$ cat src/rtl/mem_lsu.sv
// mem_lsu: memory-stage load/store unit sitting directly after the EX-stage ALU.
//
// Takes the ALU result either as an effective address (loads/stores) or as a
// plain writeback value. Drives a single-outstanding req/ready data-memory port
// with byte/half/word alignment, write strobes and load sign/zero extension,
// and produces exactly one registered writeback beat per accepted instruction.
//
// Ports:
//   clk, rst           clock (rising edge), synchronous active-high reset
//   flush              kill the EX instruction / suppress writeback of in-flight access
//   ex_*               instruction presented by EX (sampled only while idle)
//   lsu_stall          combinational hold request towards EX
//   mem_req/we/addr/wdata/wstrb, mem_ready/rdata   data-memory port
//   wb_valid/data/rd/reg_write                      registered writeback beat
//   lsu_fault          1-cycle pulse: misaligned, illegal funct3 or timeout
module mem_lsu #(
  parameter int unsigned MEM_TIMEOUT = 255
) (
  input  logic        clk,
  input  logic        rst,
  input  logic        flush,
  input  logic        ex_valid,
  input  logic [31:0] ex_alu_result,
  input  logic [31:0] ex_store_data,
  input  logic        ex_mem_read,
  input  logic        ex_mem_write,
  input  logic [2:0]  ex_funct3,
  input  logic [4:0]  ex_rd,
  input  logic        ex_reg_write,
  output logic        lsu_stall,
  output logic        mem_req,
  output logic        mem_we,
  output logic [31:0] mem_addr,
  output logic [31:0] mem_wdata,
  output logic [3:0]  mem_wstrb,
  input  logic        mem_ready,
  input  logic [31:0] mem_rdata,
  output logic        wb_valid,
  output logic [31:0] wb_data,
  output logic [4:0]  wb_rd,
  output logic        wb_reg_write,
  output logic        lsu_fault
);

  localparam logic [0:0] IDLE = 1'b0;
  localparam logic [0:0] BUSY = 1'b1;

  // The counter only ever has to reach MEM_TIMEOUT-1 before the abort fires.
  localparam int CW = (MEM_TIMEOUT > 1) ? $clog2(MEM_TIMEOUT) : 1;

  logic [0:0]    state;
  logic [CW-1:0] tmo_cnt;
  logic [4:0]    lat_rd;
  logic          lat_reg_write;
  logic [2:0]    lat_funct3;
  logic [1:0]    lat_off;
  logic          flushed;

  logic          is_mem;
  logic          illegal_f3;
  logic          misaligned;
  logic          start_acc;
  logic          tmo_hit;
  logic          suppress;
  logic [3:0]    st_wstrb;
  logic [31:0]   st_wdata;
  logic [31:0]   ld_lane;
  logic [31:0]   ld_value;

  assign is_mem = ex_mem_read | ex_mem_write;

  // Legal loads: LB/LH/LW/LBU/LHU. Legal stores: SB/SH/SW only.
  always_comb begin
    illegal_f3 = 1'b0;
    if (ex_mem_read)
      illegal_f3 = (ex_funct3 == 3'b011) || (ex_funct3[2:1] == 2'b11);
    else if (ex_mem_write)
      illegal_f3 = ex_funct3[2] || (ex_funct3[1:0] == 2'b11);
  end

  assign misaligned = ((ex_funct3[1:0] == 2'b01) && ex_alu_result[0]) ||
                      ((ex_funct3[1:0] == 2'b10) && (ex_alu_result[1:0] != 2'b00));

  assign start_acc = (state == IDLE) && ex_valid && is_mem && !illegal_f3 &&
                     !misaligned && !flush;

  // Abort fires on the cycle the count of ready-less BUSY cycles reaches MEM_TIMEOUT.
  assign tmo_hit = (MEM_TIMEOUT != 0) && (state == BUSY) && !mem_ready &&
                   (tmo_cnt == CW'(MEM_TIMEOUT - 1));

  // A flush in the completing cycle kills the beat just like an earlier one.
  assign suppress = flushed || flush;

  assign lsu_stall = start_acc || ((state == BUSY) && !mem_ready && !tmo_hit);

  // Store lanes are replicated so the memory can pick bytes by strobe alone.
  always_comb begin
    st_wstrb = 4'hF;
    st_wdata = ex_store_data;
    case (ex_funct3[1:0])
      2'b00: begin
        st_wstrb = 4'b0001 << ex_alu_result[1:0];
        st_wdata = {4{ex_store_data[7:0]}};
      end
      2'b01: begin
        st_wstrb = 4'b0011 << ex_alu_result[1:0];
        st_wdata = {2{ex_store_data[15:0]}};
      end
      default: begin
        st_wstrb = 4'hF;
        st_wdata = ex_store_data;
      end
    endcase
  end

  assign ld_lane = mem_rdata >> {lat_off, 3'b000};

  always_comb begin
    ld_value = ld_lane;
    case (lat_funct3)
      3'b000:  ld_value = {{24{ld_lane[7]}}, ld_lane[7:0]};
      3'b001:  ld_value = {{16{ld_lane[15]}}, ld_lane[15:0]};
      3'b100:  ld_value = {24'b0, ld_lane[7:0]};
      3'b101:  ld_value = {16'b0, ld_lane[15:0]};
      default: ld_value = ld_lane;
    endcase
  end

  // Beat outputs default to a quiet cycle; wb_data and wb_rd hold between beats.
  always_ff @(posedge clk) begin
    if (rst) begin
      state         <= IDLE;
      tmo_cnt       <= '0;
      flushed       <= 1'b0;
      lat_rd        <= '0;
      lat_reg_write <= 1'b0;
      lat_funct3    <= '0;
      lat_off       <= '0;
      mem_req       <= 1'b0;
      mem_we        <= 1'b0;
      mem_addr      <= '0;
      mem_wdata     <= '0;
      mem_wstrb     <= '0;
      wb_valid      <= 1'b0;
      wb_data       <= '0;
      wb_rd         <= '0;
      wb_reg_write  <= 1'b0;
      lsu_fault     <= 1'b0;
    end else begin
      wb_valid     <= 1'b0;
      wb_reg_write <= 1'b0;
      lsu_fault    <= 1'b0;
      case (state)
        IDLE: begin
          if (ex_valid && !flush) begin
            if (!is_mem) begin
              wb_valid     <= 1'b1;
              wb_data      <= ex_alu_result;
              wb_rd        <= ex_rd;
              wb_reg_write <= ex_reg_write;
            end else if (illegal_f3 || misaligned) begin
              wb_valid  <= 1'b1;
              wb_rd     <= ex_rd;
              lsu_fault <= 1'b1;
            end else begin
              state         <= BUSY;
              mem_req       <= 1'b1;
              mem_we        <= ex_mem_write;
              mem_addr      <= {ex_alu_result[31:2], 2'b00};
              mem_wstrb     <= ex_mem_write ? st_wstrb : 4'b0000;
              mem_wdata     <= ex_mem_write ? st_wdata : 32'b0;
              lat_rd        <= ex_rd;
              lat_reg_write <= ex_reg_write;
              lat_funct3    <= ex_funct3;
              lat_off       <= ex_alu_result[1:0];
              flushed       <= 1'b0;
              tmo_cnt       <= '0;
            end
          end
        end
        default: begin
          if (flush)
            flushed <= 1'b1;
          if (mem_ready) begin
            state   <= IDLE;
            mem_req <= 1'b0;
            tmo_cnt <= '0;
            flushed <= 1'b0;
            if (!suppress) begin
              wb_valid <= 1'b1;
              wb_rd    <= lat_rd;
              if (!mem_we) begin
                wb_data      <= ld_value;
                wb_reg_write <= lat_reg_write;
              end
            end
          end else if (tmo_hit) begin
            state   <= IDLE;
            mem_req <= 1'b0;
            tmo_cnt <= '0;
            flushed <= 1'b0;
            if (!suppress) begin
              wb_valid  <= 1'b1;
              wb_rd     <= lat_rd;
              lsu_fault <= 1'b1;
            end
          end else if (MEM_TIMEOUT != 0) begin
            tmo_cnt <= tmo_cnt + 1'b1;
          end
        end
      endcase
    end
  end

endmodule

$ cat config.mk
export PLATFORM = sky130hd
export DESIGN_NAME = mem_lsu
export DESIGN_NICKNAME = d
export VERILOG_FILES = /design/src/rtl/mem_lsu.sv
export SDC_FILE = /design/constraint.sdc
export NUM_CORES = 1
export LEC_CHECK = 0
export CORE_MARGIN = 2
export CORE_UTILIZATION = 45
export DETAILED_ROUTE_END_ITERATION = 10
export PLACE_DENSITY = 0.92
export SYNTH_ARGS = -nofsm -noshare
export SYNTH_HDL_FRONTEND = slang
export SYNTH_SLANG_ARGS = --single-unit
$ cat constraint.sdc
create_clock -name clk -period 2.31 [get_ports clk]
set_input_delay 0.462 -clock clk [delete_from_list [all_inputs] [get_ports clk]]
set_output_delay 0.462 -clock clk [all_outputs]
set_load 0.02 [all_outputs]
==> results of run 1 <==
[power by group through the flow]
stage               Clock [uW]  Sequential, uW  Combinational (uW)
CTS                       2720            2330                 896
detailed placement           0            2380                 893
global route              2820            2330                 957
global placement             0            2370                 881
floorplan                    0            2440                 351
finish                    2680            2330                 904
[sequential cells by signal, summed over array words and instances, names as in the netlist]
signal and cells:
mem_wdata 32, wb_data 32, mem_addr 30, tmo_cnt 8
lat_rd 5, wb_rd 5, mem_wstrb 4, lat_funct3 3
lat_off 2, flushed 1, lat_reg_write 1, lsu_fault 1
mem_req 1, mem_we 1, state 1, wb_reg_write 1
wb_valid 1
[logic make-up (layout without fill, tap and decap cells)]
group / after synthesis / in the layout
muxes: 57 / 57
DFF: 129 / 129
xor gates and xnor gates: 6 / 6
and+or+nand+nor: 287 / 287
buffers and inverters: 68 / 306
AOI/OAI and AO/OA: 182 / 182
other: 1 / 2
adders and majority gates: 2 / 2
[metrics by stage]
step / cells / TNS (ps) / utilization (%)
after floorplan: 733 / 0 / -
after global placement: 1115 / -22190 / 65.4
after detailed placement: 1115 / -28940 / 65.4
after CTS: 1147 / 0 / 69.8
after global routing: 1147 / -17.1 / 69.9
final: 1147 / 0 / 69.9
[final cells by class]
| class | count | area, um^2 |
|---|---|---|
| multi-input combinational | 536 | 3200 |
| tap | 176 | 220 |
| inverter | 5 | 18.8 |
| clock buffer | 20 | 457 |
| timing repair buffer | 269 | 2640 |
| sequential | 129 | 2580 |
| fill | 1001 | 3990 |
| clock inverter | 12 | 134 |
[routing by layer]
| metal | wire length, um | global-route usage, % | vias to the layer above | share of wire [%] |
|---|---|---|---|---|
| met1 | 8400 | 33.8 | 3083 | 40 |
| met3 | 1990 | 9.39 | 47 | 9.5 |
| met2 | 10000 | 47.2 | 336 | 48 |
| li1 | - | - | 3052 | - |
| met4 | 623 | 11.6 | 0 | 3.0 |
| met5 | 0 | 0 | - | 0 |
[layout by cell type, fill, tap and decap left out, drive strengths merged, types with 7 or more instances in the layout]
master and instances:
clkdlybuf4s50 211, dfxtp 129, nand2 113, a21oi 100, nor2 69, buf 50
mux2 33, nand3 32, nor3 30, mux2i 24, o21ai 21, clkbuf 20
a32o 18, nor4 16, o211ai 11, clkinv 8, a211oi 7
[critical path: cells and delay by family]
kind,cells,cell delay (ps)
AOI/OAI and AO/OA,2,640
buffers and inverters,2,550
and+or+nand+nor,2,120
[repair_timing]
item,4_1_cts,5_1_grt
pin swaps,2,1
hold buffers,0,0
resized for setup,9,2
setup endpoints to repair,1,1
hold endpoints to repair,0,0
[final timing paths]
| path | from | to | slack [ps] | depth (start not counted) |
|---|---|---|---|---|
| worst max-delay path | ex_mem_read | lsu_stall | 80 | 6 |
| worst min-delay path | rst | mem_addr[7] | 270 | 2 |
| worst max register to register | state | wb_data[19] | 300 | 7 |
| worst min register to register | mem_wdata[18] | mem_wdata[18] | 450 | 2 |
==> results.ini, run 1 <==
[drt]
via_per_inst=5.68
first_iter_violations=547
antenna_left=0
drc=0
num_vias=6518
wirelength_mm=21.0
wire_per_inst_um=18.3
drt_pass1_iterations=6

[placement]
post_dp_cell_area_um2=8660
place_congestion=0.884
numPortBuffers=220
place_hpwl_mm=14.9
pre_cts_ws_ps=-521

[clocking]
cts-root-buf=clkbuf_16
clock_latency_ps=420
clkTransAtPathRegs_ps=60
cts_max_path_buffers=2
cts.sinks=129
h-tree-depth=4
numCtsBuffers=17
cts_setup_buffers=0
cts_tree=yes

[timing]
fin_skew_ps=7.96
report.final.slew_viol_count=0
slew_headroom_pct=52.0
fin_crit_ps=2230
finalSetupViolCount=0
max_clock_freq_mhz=449
worstMarginPinSlew_ps=718
whs_ps=266
finalHoldViolCount=0
finalCritPeriodShare_pct=96.4
setup_ws_ps=83.0

[floorplanning]
io_pins=223
die_h_um=121
die_w_um=121
start_util_pct=46.2
num_rows=42
core_um2=13200
die_area_um2=14600

[setup_path]
path_class=primary input to output port
path_max_fanout=3
startpoint_type=primary input
arrival_ps=1760
cp.required_ps=1850
worst_setup_path_end_kind=output port
crit_chain=dlygate4sd2_1 -> a2111oi_4 -> o32a_2 -> nand2_2 -> nand2_1 -> clkdlybuf4s15_2
critPathMaxStageDelay_ps=400
crit_slowest_cell=a2111oi_4

[final_layout]
area_growth_pct=51.1
nets=1072
stdcell_area_um2=9260
n_antenna_cell=0
drive_gt1_share_pct=13.5

[grt]
antenna_found_initial=0
grt_max_degree=61
grt_use_total_pct=28.4
first_global_vias=6347
grt_overflow=0
grt_pass1_wl_mm=32.5

[yosys]
synthDominantCellAreaShare_pct=42.2
yosysMostFrequentCell=dfxtp_1
yosys_warnings=0
ys_seq_area_share_pct=42.2
synth.area.mux_share_pct=9.99
async_reset_ff_share_pct=0
synth_area_leaders=dfxtp_1, a21oi_1, nand2_1
synth_top_family_by_area=simple AND/OR/NAND/NOR gates
post-synth-top-area-cell=dfxtp_1
netlist_area_um2=6120
ys_top_cells_by_count=dfxtp_1, nand2_1, a21oi_1
yosys.area_share.simple_pct=21.4
synth_edf_count=0
syn_avg_cell_area_um2=8.37
synth_adder_area_share_pct=0.409
synth_compound_area_share_pct=19.3
ys.flop_type=dfxtp_1
ys_types=59
ys_ff_latch=129
synthesis.instances=732
synth-xor-area-share_pct=0.858

[power]
peakVddDrop_mv=0.418
seqPwrFrac_pct=39.4
p_leak_uw=0.00334
switchingPower_uw=1520
comb_power_share_pct=15.3
power.total_uw=5910
p_int_uw=4390
pwr_density_cell_nw_per_um2=639
p_clk_share_pct=45.3
sw_frac_of_total_pct=25.7

[status]
status=finished clean

[worst_hold_path]
hold_path_class=primary input to flop

[flow_run]
maxCapViolCount=0

Note: power is estimated with default switching activity, not from simulation.
==> run 2, diff against run 1 <==
--- a/config.mk
+++ b/config.mk
@@ -5,10 +5,11 @@
 export SDC_FILE = /design/constraint.sdc
 export NUM_CORES = 1
 export LEC_CHECK = 0
+export ABC_AREA = 1
 export CORE_MARGIN = 2
 export CORE_UTILIZATION = 45
 export DETAILED_ROUTE_END_ITERATION = 10
-export PLACE_DENSITY = 0.92
+export PLACE_DENSITY = 0.91
 export SYNTH_ARGS = -nofsm -noshare
 export SYNTH_HDL_FRONTEND = slang
 export SYNTH_SLANG_ARGS = --single-unit
==> run 2 against run 1 <==
Final area rose by 0.30%. Largest cell class unchanged. Worst setup slack gained 50 ps. Register-to-register slack improved by 120 ps. Global-route usage rose by 0.20 points.
==> results.ini, run 2 <==
[timing]
rsz0062_at_grt=no
max_clock_freq_mhz=459
fin_crit_ps=2180
finalCritPeriodShare_pct=94.2
whs_ps=457
fin_skew_ps=7.65
slew_headroom_pct=37.3
tns_ps=0
setup_ws_ps=133
worstMarginPinSlew_ps=938
finalSetupViolCount=0
finalHoldViolCount=0
report.final.slew_viol_count=0

[yosys]
ys.flop_type=dfxtp_1
async_reset_ff_share_pct=0
yosysMostFrequentCell=nand2_1
ys_top_cells_by_count=nand2_1, a21oi_1, dfxtp_1
synth_edf_count=0
ys_types=34
syn_avg_cell_area_um2=6.84
synthDominantCellAreaShare_pct=41.3
ys_seq_area_share_pct=41.3
synthesis.instances=915
synth_area_leaders=dfxtp_1, nand2_1, a21oi_1
yosys_warnings=0
netlist_area_um2=6250
ys_ff_latch=129
post-synth-top-area-cell=dfxtp_1

[drt]
drc=0
via_per_inst=5.42
num_vias=7169
wire_per_inst_um=16.3
antenna_left=0
first_iter_violations=637
wirelength_mm=21.5
drt_pass1_iterations=6

[floorplanning]
die_w_um=122
die_area_um2=14900
io_pins=223
start_util_pct=45.6
die_h_um=122
core_um2=13700
num_rows=43

[final_layout]
final_common_cell=nand2_1
final_cell_mix=nand2_1, clkdlybuf4s50_1, a21oi_1, dfxtp_1, nand3_1
reg_top3=mem_wdata (32), wb_data (32), mem_addr (30)
drive_gt1_share_pct=7.62
area_growth_pct=48.4
n_antenna_cell=0
nets=1244

[setup_path]
critPathMostFrequentCell=nand2_1
worst_setup_path_end_kind=output port
startpoint_type=primary input
crit_chain=clkdlybuf4s50_1 -> inv_1 -> nand2_1 -> nor2_1 -> nand2_1 -> inv_1 -> nand3_4 -> nand2_1 -> clkbuf_2
crit_family=buffers and inverters
path_class=primary input to output port
crit_buf_inv=4
cp.required_ps=1850
path_max_fanout=2
arrival_ps=1720
critPathMaxStageDelay_ps=420
crit_slowest_cell=clkdlybuf4s50_1

[clocking]
cts.sinks=129
ctsHoldBuffers=0
clock_latency_ps=420
h-tree-depth=4
clkTransAtPathRegs_ps=50
numCtsBuffers=17
cts_max_path_buffers=2
cts_tree=yes
cts-root-buf=clkbuf_16

[power]
pwr_density_cell_nw_per_um2=641
peakVddDrop_mv=0.423
p_leak_uw=0.00370

[placement]
pre_cts_ws_ps=-280
numPortBuffers=220
place_hpwl_mm=15.7
place_congestion=0.894

[grt]
grt_use_met1_pct=33.6
busiest_layer=met2
grt_max_degree=71
antenna_found_initial=0
first_global_vias=6568
grt_overflow=0
grt.met2_usage_pct=47.9
grt_pass1_wl_mm=33.1
met3_usage_pct=7.49
grt_use_total_pct=28.6

[worst_hold_path]
hold_path_class=flop to flop

[flow_run]
maxCapViolCount=0

[status]
status=finished clean

run 2: cell types whose count changed after synthesis, sizes merged, moves of 18 or more:
cell	before	now
nor2	69	48
o21ai	21	94
nand2	113	235
nand3	32	105
mux2	33	0
nor3	30	3
inv	4	62
mux2i	24	5
a21oi	100	130
a32o	18	0
run 2: area by class of cell:
cell class	instances	area (um^2)
fill	1130	4440
multi-input combinational	658	3130
tap	180	225
sequential	129	2580
clock buffer	25	485
clock inverter	6	80.1
inverter	63	236
timing repair buffer	261	2540
run 2: timing repair:
item	in CTS	in global routing
setup endpoints to repair	1	1
gates resized for setup	4	1
setup buffers	0	0
pin swaps	0	0
run 2: routing by layer:
metal / vias up / routed length, um
met5: - / 0
met4: 0 / 952
met3: 71 / 2090
met2: 399 / 10200
met1: 3222 / 8260
li1: 3477 / -
run 2: path summary, 6_finish.rpt:
check	end	slack [ps]	cells after the start	start
setup / recovery	lsu_stall	130	9	flush
hold / removal	lat_reg_write	460	2	lat_reg_write
setup reg to reg	wb_data[14]	420	9	state
hold reg to reg	lat_reg_write	460	2	lat_reg_write
run 2: logic make-up (layout without fill, tap and decap cells):
group	Yosys count	count (layout)	share of synthesized area (%)
AOI/OAI and AO/OA	247	247	21.0
xor gates and xnor gates	3	3	0.420
adders and majority gates	2	2	0.400
buffers and inverters	129	355	8.90
DFF	129	129	41.3
muxes	5	5	0.800
other	1	2	0.0600
and+or+nand+nor	399	399	27.1
run 2: worst register-to-register path, stage by stage (launching register included):
cell and delay [ps]:
dfxtp_2 390, inv_2 80, buf_4 390, nand2_1 160
nand2_1 100, nand2_2 80, inv_2 100, buf_12 190
o21ai_0 140, a21oi_1 160
run 2: report_power, final:
part / total (uW) / switching (uW) / leakage (uW) / internal, uW
clock network: 2600 / 936 / 0.000281 / 1660
registers: 2350 / 45.0 / 0.00105 / 2300
logic: 1010 / 552 / 0.00238 / 458
run 2: per-stage QoR:
stage / power (uW) / instance area (um^2) / util, % / std cells
finish: 5950 / 9280 / 67.7 / 1322
floorplan: 2880 / 6260 / - / 916
global placement: 3370 / 8710 / 63.5 / 1291
CTS: 5980 / 9290 / 67.7 / 1322
detailed placement: 3390 / 8710 / 63.5 / 1291
global route: 6170 / 9280 / 67.7 / 1322
==> run 3, diff against run 2 <==
==> config.mk (replaced) <==
export PLATFORM = sky130hd
export DESIGN_NAME = mem_lsu
export DESIGN_NICKNAME = d
export VERILOG_FILES = /design/src/rtl/mem_lsu.sv
export SDC_FILE = /design/constraint.sdc
export NUM_CORES = 1
export LEC_CHECK = 0
export ABC_AREA = 0
export CORE_MARGIN = 3
export CORE_UTILIZATION = 45
export DETAILED_ROUTE_END_ITERATION = 10
export PLACE_DENSITY = 0.92
export SYNTH_ARGS = -nofsm -noshare
export SYNTH_HDL_FRONTEND = slang
export SYNTH_SLANG_ARGS = --single-unit
==> run 3 against run 2 <==
Die area rose by 1.3%. Register-to-register slack got worse by 270 ps. Critical path depth fell by 3. Largest cell class unchanged.
==> results.ini, run 3 (same netlist as run 1, synthesis figures left out) <==
[timing]
tns_ps=0
finalHoldViolCount=0
worstMarginPinSlew_ps=1100
slew_headroom_pct=26.8
report.final.slew_viol_count=0
finalSetupViolCount=0
max_clock_freq_mhz=439
fin_skew_ps=8.00
fin_crit_ps=2280
finalCritPeriodShare_pct=98.5
whs_ps=330

[placement]
place_congestion=0.913
place_hpwl_mm=15.6
dp_cells=1110
numPortBuffers=220

[final_layout]
final_cell_mix=clkdlybuf4s50_1, dfxtp_1, nand2_1, a21oi_1, nor2_1
seq_area_um2=2580
reg_top3=mem_wdata (32), wb_data (32), mem_addr (30)
n_antenna_cell=0
final_common_cell=clkdlybuf4s50_1
stdcell_count=1144
multi_input_area_um2=3210
nets=1073
drive_gt1_share_pct=13.6
fillers=966
area_growth_pct=50.5

[floorplanning]
num_rows=41
start_util_pct=47.2
die_area_um2=15000
core_um2=13000
die_w_um=123
die_h_um=123
io_pins=223

[drt]
wire_per_inst_um=20.2
drc=0
via_per_inst=5.86
antenna_left=0
wirelength_mm=23.1
num_vias=6700
drt_pass1_iterations=6
first_iter_violations=598

[grt]
grt_use_total_pct=29.8
grt_pass1_wl_mm=34.7
grt_max_degree=60
grt_overflow=0
antenna_found_initial=0
first_global_vias=6635

[setup_path]
startpoint_type=primary input
arrival_ps=2600
path_class=primary input to flop
crit_slowest_cell=a21oi_2
crit_chain=clkdlybuf4s50_1 -> nor2b_2 -> and2_2 -> a21oi_2 -> nor3_1 -> nor4_1
cp.required_ps=2630
path_max_fanout=19
worst_setup_path_end_kind=flop
critPathMaxStageDelay_ps=850

[worst_hold_path]
hold_path_class=primary input to flop

[clocking]
cts-root-buf=clkbuf_16
ctsHoldBuffers=0
clkTransAtPathRegs_ps=60
cts_tree=yes
clock_latency_ps=420
cts_max_path_buffers=2
h-tree-depth=4
cts.sinks=129
numCtsBuffers=17

[status]
status=finished clean

[flow_run]
maxCapViolCount=0

[power]
p_leak_uw=0.00332
pwr_density_cell_nw_per_um2=648
peakVddDrop_mv=0.808

-- run 3: changes by cell type in the layout (fill, tap and decap cells not counted), sizes merged, moves of 7 or more --
cell	delta
a211oi	+7
a21oi	-29
a32o	+18
buf	+9
inv	-56
mux2	+33
mux2i	+19
nand2	-122
nand3	-73
nor2	+21
nor3	+27
nor4	+15
o21ai	-73
-- run 3: worst paths after layout --
| kind | startpoint | endpoint | slack [ps] | cells past startpoint |
|---|---|---|---|---|
| worst min register to register | mem_wstrb[2] | mem_wstrb[2] | 450 | 2 |
| worst max-delay path | flush | wb_data[29] | 30 | 6 |
| worst max register to register | state | wb_data[29] | 150 | 5 |
| worst min-delay path | rst | lsu_fault | 330 | 2 |
-- run 3: routing by layer --
layer  wire length, um  vias up  track usage, %
li1                  -     3053               -
met1              8530     3137            33.3
met2             11000      425            50.1
met3              2500       85            10.2
met4              1000        0            15.3
met5                 0        -               0
-- run 3: cell type report --
cell class,instances,share of cell area (%)
Multi-Input combinational cell,537,34.8
Clock buffer,21,5.10
Clock inverter,11,1.40
Sequential cell,129,28.0
Tap cell,172,2.34
Timing Repair Buffer,269,28.1
Inverter,5,0.204
-- run 3: power by group --
group / switching, uW / leakage (uW) / internal [uW] / total (uW)
clock network: 1050 / 0.000290 / 1680 / 2740
logic: 467 / 0.00199 / 445 / 912
registers: 37.6 / 0.00105 / 2290 / 2330
total: 1560 / 0.00332 / 4420 / 5980
-- run 3: what timing repair did --
item	CTS	global route
pin swaps	2	1
gates cloned	1	0
resized for setup	11	0
setup buffers	0	1
endpoints found under the setup margin	5	1
-- run 3: per-stage QoR --
| step | util, % | total power (uW) | setup slack [ps] | area (um^2) |
|---|---|---|---|---|
| 3_3_place_gp | 66.4 | 3250 | -487 | 8610 |
| 3_5_place_dp | 66.4 | 3260 | -517 | 8610 |
| 5_1_grt | 71.0 | 6160 | -7.94 | 9220 |
| 2_1_floorplan | - | 2790 | 179 | 6130 |
| 4_1_cts | 71.0 | 6000 | 94.6 | 9210 |
| 6_report | 71.0 | 5980 | 33.6 | 9220 |
-- run 3: worst max-delay path: cells and delay by family --
| family | cells | cell delay (ps) |
|---|---|---|
| and+or+nand+nor | 4 | 750 |
| AOI/OAI and AO/OA | 1 | 850 |
| buffers and inverters | 1 | 530 |
